**config.mk**
```make
export PLATFORM = sky130hd
export DESIGN_NAME = lshift_sched
export DESIGN_NICKNAME = d
export VERILOG_FILES = /design/src/rtl/lshift_sched.sv
export SDC_FILE = /design/constraint.sdc
export NUM_CORES = 1
export LEC_CHECK = 0
export CAP_MARGIN = 40
export CORE_MARGIN = 3
export CORE_UTILIZATION = 45
export CTS_BUF_LIST = sky130_fd_sc_hd__clkbuf_8
export CTS_CLUSTER_SIZE = 25
export DETAILED_ROUTE_END_ITERATION = 10
export HOLD_SLACK_MARGIN = 0.1
export PLACE_DENSITY = 0.83
export SKIP_LAST_GASP = 1
export SLEW_MARGIN = 25
export SYNTH_ARGS = -nofsm -noshare
export SYNTH_HDL_FRONTEND = slang
export SYNTH_SLANG_ARGS = --single-unit
```
**constraint.sdc**
```tcl
create_clock -name clk -period 1.7 [get_ports clk]
set_input_delay 0.17 -clock clk [delete_from_list [all_inputs] [get_ports clk]]
set_output_delay 0.17 -clock clk [all_outputs]
set_load 0.05 [all_outputs]
```
**src/rtl/lshift_sched.sv**
```systemverilog
// lshift_sched: shares one lshifter barrel-shift datapath between two requesters.
//
// A request is accepted in IDLE and its operand, shift amount and requester id are
// latched. The shifter runs from those registers for one SHIFT cycle, and its output
// is registered and presented in HOLD until the consumer takes it.
//
// Configuration macro: LSHIFT_SCHED_RR_EN
//   defined   - round-robin arbitration on a tie, using a 1-bit last-grant register
//   undefined - fixed priority, requester 0 wins every tie
//
// Parameters:
//   data_width - operand/result width (>= 5)
//   shift_len  - shift-amount width (fixed at 3: 1/2/4 shifter stages)
// Ports:
//   clk, rst                                 - clock, async active-high reset
//   req{0,1}_valid/_data/_bits, req{0,1}_ready - requester handshakes
//   res_valid/res_data/res_id, res_ready     - result handshake
//   busy                                     - high whenever not idle

// Three-stage logarithmic left shifter (1, 2, 4). Zeros fill from the LSB.
module lshifter #(
  parameter int unsigned data_width = 8
) (
  input  logic [data_width-1:0] data,
  input  logic [2:0]            bits,
  output logic [data_width-1:0] result
);

  logic [data_width-1:0] stage1;
  logic [data_width-1:0] stage2;

  always_comb begin
    stage1 = bits[0] ? (data << 1)   : data;
    stage2 = bits[1] ? (stage1 << 2) : stage1;
    result = bits[2] ? (stage2 << 4) : stage2;
  end

endmodule

module lshift_sched #(
  parameter int unsigned data_width = 8,
  parameter int unsigned shift_len  = 3
) (
  input  logic                  clk,
  input  logic                  rst,
  input  logic                  req0_valid,
  input  logic [data_width-1:0] req0_data,
  input  logic [shift_len-1:0]  req0_bits,
  output logic                  req0_ready,
  input  logic                  req1_valid,
  input  logic [data_width-1:0] req1_data,
  input  logic [shift_len-1:0]  req1_bits,
  output logic                  req1_ready,
  output logic                  res_valid,
  output logic [data_width-1:0] res_data,
  output logic                  res_id,
  input  logic                  res_ready,
  output logic                  busy
);

  typedef enum logic [1:0] {StIdle, StShift, StHold} state_e;

  state_e                state_q, state_d;
  logic [data_width-1:0] op_data_q;
  logic [shift_len-1:0]  op_bits_q;
  logic                  op_id_q;
  logic [data_width-1:0] res_data_q;
  logic                  res_id_q;
  logic [data_width-1:0] shift_out;
  logic                  grant;     // requester index favoured this cycle
  logic                  xfer;

`ifdef LSHIFT_SCHED_RR_EN
  logic last_q;

  // Resets to 1 so requester 0 wins the first tie.
  always_ff @(posedge clk or posedge rst) begin
    if (rst) begin
      last_q <= 1'b1;
    end else if (xfer) begin
      last_q <= grant;
    end
  end

  always_comb begin
    if (req0_valid && req1_valid) begin
      grant = ~last_q;
    end else begin
      grant = ~req0_valid;
    end
  end
`else
  always_comb begin
    grant = ~req0_valid;
  end
`endif

  always_comb begin
    req0_ready = (state_q == StIdle) & ~grant & req0_valid;
    req1_ready = (state_q == StIdle) &  grant & req1_valid;
    xfer       = req0_ready | req1_ready;
  end

  always_comb begin
    state_d = state_q;
    unique case (state_q)
      StIdle:  if (xfer)      state_d = StShift;
      StShift:                state_d = StHold;
      StHold:  if (res_ready) state_d = StIdle;
      default:                state_d = StIdle;
    endcase
  end

  always_ff @(posedge clk or posedge rst) begin
    if (rst) begin
      state_q    <= StIdle;
      op_data_q  <= '0;
      op_bits_q  <= '0;
      op_id_q    <= 1'b0;
      res_data_q <= '0;
      res_id_q   <= 1'b0;
    end else begin
      state_q <= state_d;
      if (xfer) begin
        op_data_q <= grant ? req1_data : req0_data;
        op_bits_q <= grant ? req1_bits : req0_bits;
        op_id_q   <= grant;
      end
      if (state_q == StShift) begin
        res_data_q <= shift_out;
        res_id_q   <= op_id_q;
      end
    end
  end

  lshifter #(
    .data_width(data_width)
  ) u_lshifter (
    .data  (op_data_q),
    .bits  (op_bits_q),
    .result(shift_out)
  );

  always_comb begin
    res_valid = (state_q == StHold);
    res_data  = res_data_q;
    res_id    = res_id_q;
    busy      = (state_q != StIdle);
  end

endmodule
```
==> results by group, run 1 <==
CTS
  • CTS tree: done
  • Post-CTS setup buffer count: 0
  • CTS Sinks: 23
  • CTS resizes: 0
  • Root buffer cell: clkbuf_8
  • CTS Buf Count: 3
  • CTS max path bufs: 2
  • Worst-Skew Late Latency: 260 ps
  • H-tree depth: 1
  • Hold buffer count at cts: 0
  • Clk pin slew, worst setup/hold paths: 80 ps

Drt
  • Final wirelength: 2.56 mm
  • DRC viols: 0
  • Drt initial violations: 24
  • Vias/cell: 5.38
  • Post-route antenna net violation count: 0
  • Average wire per standard cell: 14.5 um
  • Pre-antenna DRT Iters: 4
  • Vias: 953

Timing
  • Final Setup Violations: 0
  • Final Max Tran Viols: 0
  • Worst slew pin tran: 499 ps
  • Min Clock Period, post-route: 1600 ps
  • Final Skew: 1.77 ps
  • Max_slew headroom: 0.666
  • Setup TNS: 0 ps
  • Fmax: 626 MHz
  • Period utilization: 0.940
  • RSZ-0062 raised after global routing: no
  • Hold violation count in the final report: 0

Power and ir drop
  • Switch Pwr: 0.00143 W
  • PD cells: 1880 nW/um2
  • Sw frac: 0.430
  • Internal power: 0.00190 W
  • Lkg Pwr: 0.778 nW
  • Logic pwr share: 0.578
  • Clock share of power: 0.099
  • Reg power frac: 0.324
  • Worst vdd ir: 1.61 mV

Hold path
  • Worst Hold Class: primary input to asynchronous set/reset pin

Layout
  • Number of fillers in the final layout: 209
  • Final Core Density: 0.689
  • Fin nets: 175
  • Diodes inserted: 0
  • Area delta synth->final: 41.3%
  • Layout cells sized above 1: 0.252
  • Most common cell after layout, fill and taps aside: clkdlybuf4s50_1
  • Commonest non-fill, non-tap cells in the layout: clkdlybuf4s50_1, dfrtp_1, mux2_2

Global route
  • Vias in the first global route: 986
  • First-pass GRT wire length: 4.43 mm
  • Overflow after GRT: 0
  • Largest net degree at the start of global routing: 24
  • Initial antenna violation count: 0
  • All-Layer GR Usage: 0.169

Status
  • Status: completed

Setup path
  • CP endpoint kind: primary output
  • CP Data Arrival Time: 1430 ps
  • CP Launch Type: register
  • Max incr delay on CP: 810 ps
  • Critical path peak fanout: 2
  • CP max-delay cell: clkdlybuf4s50_1
  • Crit path max-delay family: buffers and inverters
  • Levels on crit path: 1
  • WP buf/inv: 1
  • Worst setup path class: register to primary output
  • Critical Path, Cell by Cell: clkdlybuf4s50_1
  • Worst r2r path cells: 3
  • WP data required: 1530 ps

Placed design
  • Hpwl dp: 2.06 mm
  • Port buffer count: 39
  • GPL Wtd Cong: 0.865

Floorplanning
  • # IOs: 40
  • Core Region: 2570 um2
  • Die Y: 58.8 um
  • # rows: 18
  • Die area: 3450 um2
  • Initial Utilization: 0.488
  • Die X: 58.8 um

Synthesis
  • Netlist cell types: 26
  • Yosys warns: 0
  • Syn Inst Count: 104
  • Mapped Area: 1250 um2
  • Register area share after synthesis: 0.460
  • Register bit total from synthesis: 23
  • Post-Syn Nets: 131
  • Syn avg cell area: 12.0 um2

Job
  • Max-Cap Viols: 0
[registers in the layout (all words and copies together) (netlist names)]
register / cells
op_bits_q: 3
state_q: 2
res_data: 8
op_data_q: 8
res_id: 1
op_id_q: 1
[synth_stat cells, drive strengths merged]
cell    number  area, um2
dfrtp       23        576
mux2        18        203
mux2i       10        100
nor2         9       33.8
nand2        6       22.5
inv          5       18.8
a21oi        4       23.8
buf          4       31.3
mux4         4       97.6
a22o         3       26.3
nand2b       3       21.3
o21ai        3       15.0
and2         2       12.5
clkbuf       2       7.51
nor2b        2       12.5
a221o        1       10.0
and4bb       1       12.5
nand3        1       5.00
o21a         1       7.51
o22a         1       8.76
o31ai        1       7.51
[path summary, 6_finish.rpt]
kind	start	end	slack, ps
worst min-delay path	rst	res_id$_DFFE_PP0N_	250
worst min register to register	res_id$_DFFE_PP0N_	res_id$_DFFE_PP0N_	480
min in group clk	res_id$_DFFE_PP0N_	res_id$_DFFE_PP0N_	480
worst max-delay path	res_data[2]$_DFFE_PP0N_	res_data[2]	100
max in group asynchronous	rst	op_data_q[4]$_DFFE_PP0P_	1230
worst max register to register	op_bits_q[1]$_DFFE_PP0P_	res_data[6]$_DFFE_PP0N_	200
[final cells by class]
class	instances	area [um2]	area share
inverter	5	18.8	0.0106
tap	30	37.5	0.0212
clock inverter	1	3.75	0.00212
multi-input combinational	70	619	0.350
timing repair buffer	45	473	0.267
clock buffer	3	41.3	0.0233
sequential	23	576	0.325
[cell families after synthesis]
kind of cell,synth area share
and+or+nand+nor,0.0959
muxes,0.320
DFF,0.460
buffers and inverters,0.0459
AOI/OAI and AO/OA,0.0789
[metrics by stage]
stage          hold WS, ps  total power, W  instances  instance area [um2]  setup slack [ps]
6_report               250         0.00332        177                 1770               102
5_1_grt                292         0.00354        177                 1770              28.8
4_1_cts                256         0.00335        177                 1770              66.0
3_5_place_dp           476         0.00301        173                 1720              76.7
3_3_place_gp           460         0.00296        173                 1720              99.1
2_1_floorplan          172         0.00242        104                 1250               221
[layer usage]
| metal | wire, um | share of wire | vias up | GRT usage |
|---|---|---|---|---|
| met5 | 0 | 0 | - | 0 |
| li1 | - | - | 459 | - |
| met3 | 116 | 0.045 | 0 | 0.0263 |
| met1 | 1080 | 0.42 | 468 | 0.206 |
| met2 | 1370 | 0.53 | 26 | 0.303 |
| met4 | 0 | 0 | 0 | 0.0583 |
[power groups by stage]
stage | Sequential (W) | Clock, W | Combinational [W]
after floorplan | 0.00129 | 0 | 0.00114
after global placement | 0.00107 | 0 | 0.00189
after detailed placement | 0.00109 | 0 | 0.00192
after CTS | 0.00108 | 0.000346 | 0.00193
after global routing | 0.00112 | 0.000359 | 0.00206
final | 0.00107 | 0.000328 | 0.00192
(Power assumes the default switching activity.)
==> inputs of run 2 (changes only) <==
Settings changed: CORE_ASPECT_RATIO set to 1.5.
==> results by group, run 2 (same netlist as run 1, synthesis figures left out) <==
Timing
  • Final Skew: 5.30 ps (+3.53 ps)
  • Hold violation count in the final report: 0 (unchanged)
  • Worst slew pin tran: 500 ps (+0.754 ps)
  • Final Max Tran Viols: 0 (unchanged)
  • Fmax: 630 MHz (+0.65%)
  • Setup TNS: 0 ps (unchanged)
  • Final Setup Violations: 0 (unchanged)
  • Min Clock Period, post-route: 1590 ps (-10.3 ps)
  • Max_slew headroom: 0.666 (about the same)
  • RSZ-0062 raised after global routing: no
  • Period utilization: 0.934 (-0.00608)
  • Fin Hold WS: 246 ps (-3.37 ps)

Status
  • Status: completed

CTS
  • CTS max path bufs: 2 (unchanged)
  • CTS tree: done
  • Worst-Skew Late Latency: 260 ps (about the same)
  • CTS Buf Count: 3 (unchanged)
  • CTS Sinks: 23 (unchanged)
  • Clk pin slew, worst setup/hold paths: 80 ps (about the same)
  • Root buffer cell: clkbuf_8
  • CTS resizes: 0 (unchanged)
  • H-tree depth: 1 (unchanged)
  • Hold buffer count at cts: 0 (unchanged)
  • Post-CTS setup buffer count: 0 (unchanged)

Layout
  • Commonest non-fill, non-tap cells in the layout: clkdlybuf4s50_1, dfrtp_1, mux2_2
  • Layout cells sized above 1: 0.260 (+0.00857)
  • Area delta synth->final: 40.9%
  • Diodes inserted: 0 (unchanged)
  • Most common cell after layout, fill and taps aside: clkdlybuf4s50_1
  • Fin nets: 174 (-0.57%)

Setup path
  • Crit path max-delay family: buffers and inverters
  • CP endpoint kind: primary output
  • Critical path peak fanout: 2 (unchanged)
  • CP Launch Type: register
  • WP data required: 1530 ps (about the same)
  • WP buf/inv: 1 (unchanged)
  • Worst setup path class: register to primary output
  • Max incr delay on CP: 810 ps (about the same)
  • Critical Path, Cell by Cell: clkdlybuf4s50_1
  • CP max-delay cell: clkdlybuf4s50_1
  • CP Data Arrival Time: 1420 ps (about the same)

Floorplanning
  • Die area: 3470 um2 (+0.38%)
  • # IOs: 40 (unchanged)
  • # rows: 22 (+4)
  • Initial Utilization: 0.489 (+0.00143)
  • Die X: 49.1 um (-16%)
  • Core Region: 2560 um2 (-0.29%)
  • Die Y: 70.6 um (+20%)

Placed design
  • Port buffer count: 39 (unchanged)
  • GPL Wtd Cong: 0.792 (-8.4%)
  • Hpwl dp: 2.00 mm (-3.2%)

Global route
  • Met2 usage: 0.290 (-0.0133)
  • All-Layer GR Usage: 0.162 (-0.00713)
  • GR Layer Usage met3: 0.0253 (-0.00105)
  • Overflow after GRT: 0 (unchanged)
  • Met1 GRT Util: 0.188 (-0.0173)
  • Global routing's busiest layer: met2
  • First-pass GRT wire length: 4.46 mm (+0.63%)
  • Vias in the first global route: 980 (-0.61%)
  • Initial antenna violation count: 0 (unchanged)
  • Largest net degree at the start of global routing: 24 (unchanged)

Drt
  • Vias/cell: 5.19 (-3.7%)
  • Vias: 944 (-0.94%)
  • Pre-antenna DRT Iters: 4 (unchanged)
  • Final wirelength: 2.50 mm (-2.3%)
  • Average wire per standard cell: 13.7 um (-5.0%)
  • DRC viols: 0 (unchanged)
  • Drt initial violations: 17 (-29%)
  • Post-route antenna net violation count: 0 (unchanged)

Job
  • Max-Cap Viols: 0 (unchanged)

Power and ir drop
  • PD cells: 1870 nW/um2 (-0.38%)
  • Worst vdd ir: 1.14 mV (-29%)
  • Lkg Pwr: 0.777 nW (-0.17%)

Hold path
  • Worst Hold Class: primary input to asynchronous set/reset pin
==> run 2: path summary, 6_finish.rpt <==
path                                     startpoint                       end  slack (ps)  depth (start not counted)
min in group clk                op_id_q$_DFFE_PP0P_        res_id$_DFFE_PP0N_         480                          2
hold / removal                                  rst   res_data[7]$_DFFE_PP0N_         250                          3
hold reg to reg                 op_id_q$_DFFE_PP0P_        res_id$_DFFE_PP0N_         480                          2
setup / recovery                 res_id$_DFFE_PP0N_                    res_id         110                          1
setup reg to reg           op_bits_q[1]$_DFFE_PP0P_   res_data[6]$_DFFE_PP0N_         180                          3
max in group asynchronous                       rst  op_data_q[4]$_DFFE_PP0P_        1230                          3
==> run 2: metrics by stage <==
step | cells | total power, W | worst slack (ps) | cell area, um2 | util
floorplan | 104 | 0.00242 | 221 | 1250 | -
global placement | 178 | 0.00295 | 104 | 1720 | 0.672
detailed placement | 178 | 0.00299 | 53.0 | 1720 | 0.672
CTS | 182 | 0.00334 | 90.1 | 1760 | 0.689
global route | 182 | 0.00353 | 54.1 | 1760 | 0.689
finish | 182 | 0.00330 | 113 | 1760 | 0.689
==> run 2: layout make-up <==
cell class / instances / area (um2)
Clock inverter: 1 / 3.75
Sequential cell: 23 / 576
Inverter: 5 / 18.8
Fill cell: 202 / 796
Multi-Input combinational cell: 70 / 619
Tap cell: 36 / 45.0
Timing Repair Buffer: 44 / 460
Clock buffer: 3 / 41.3
==> run 2: where the power goes <==
group	switching, W	internal [W]
Clock	0.000160	0.000161
Sequential	0.000268	0.000812
Combinational	0.000983	0.000916
==> run 2: routing by layer <==
layer  up-vias  share of wire
met3         6          0.029
li1        455              -
met4         0          0.021
met1       461           0.37
met2        22           0.58
met5         -              0
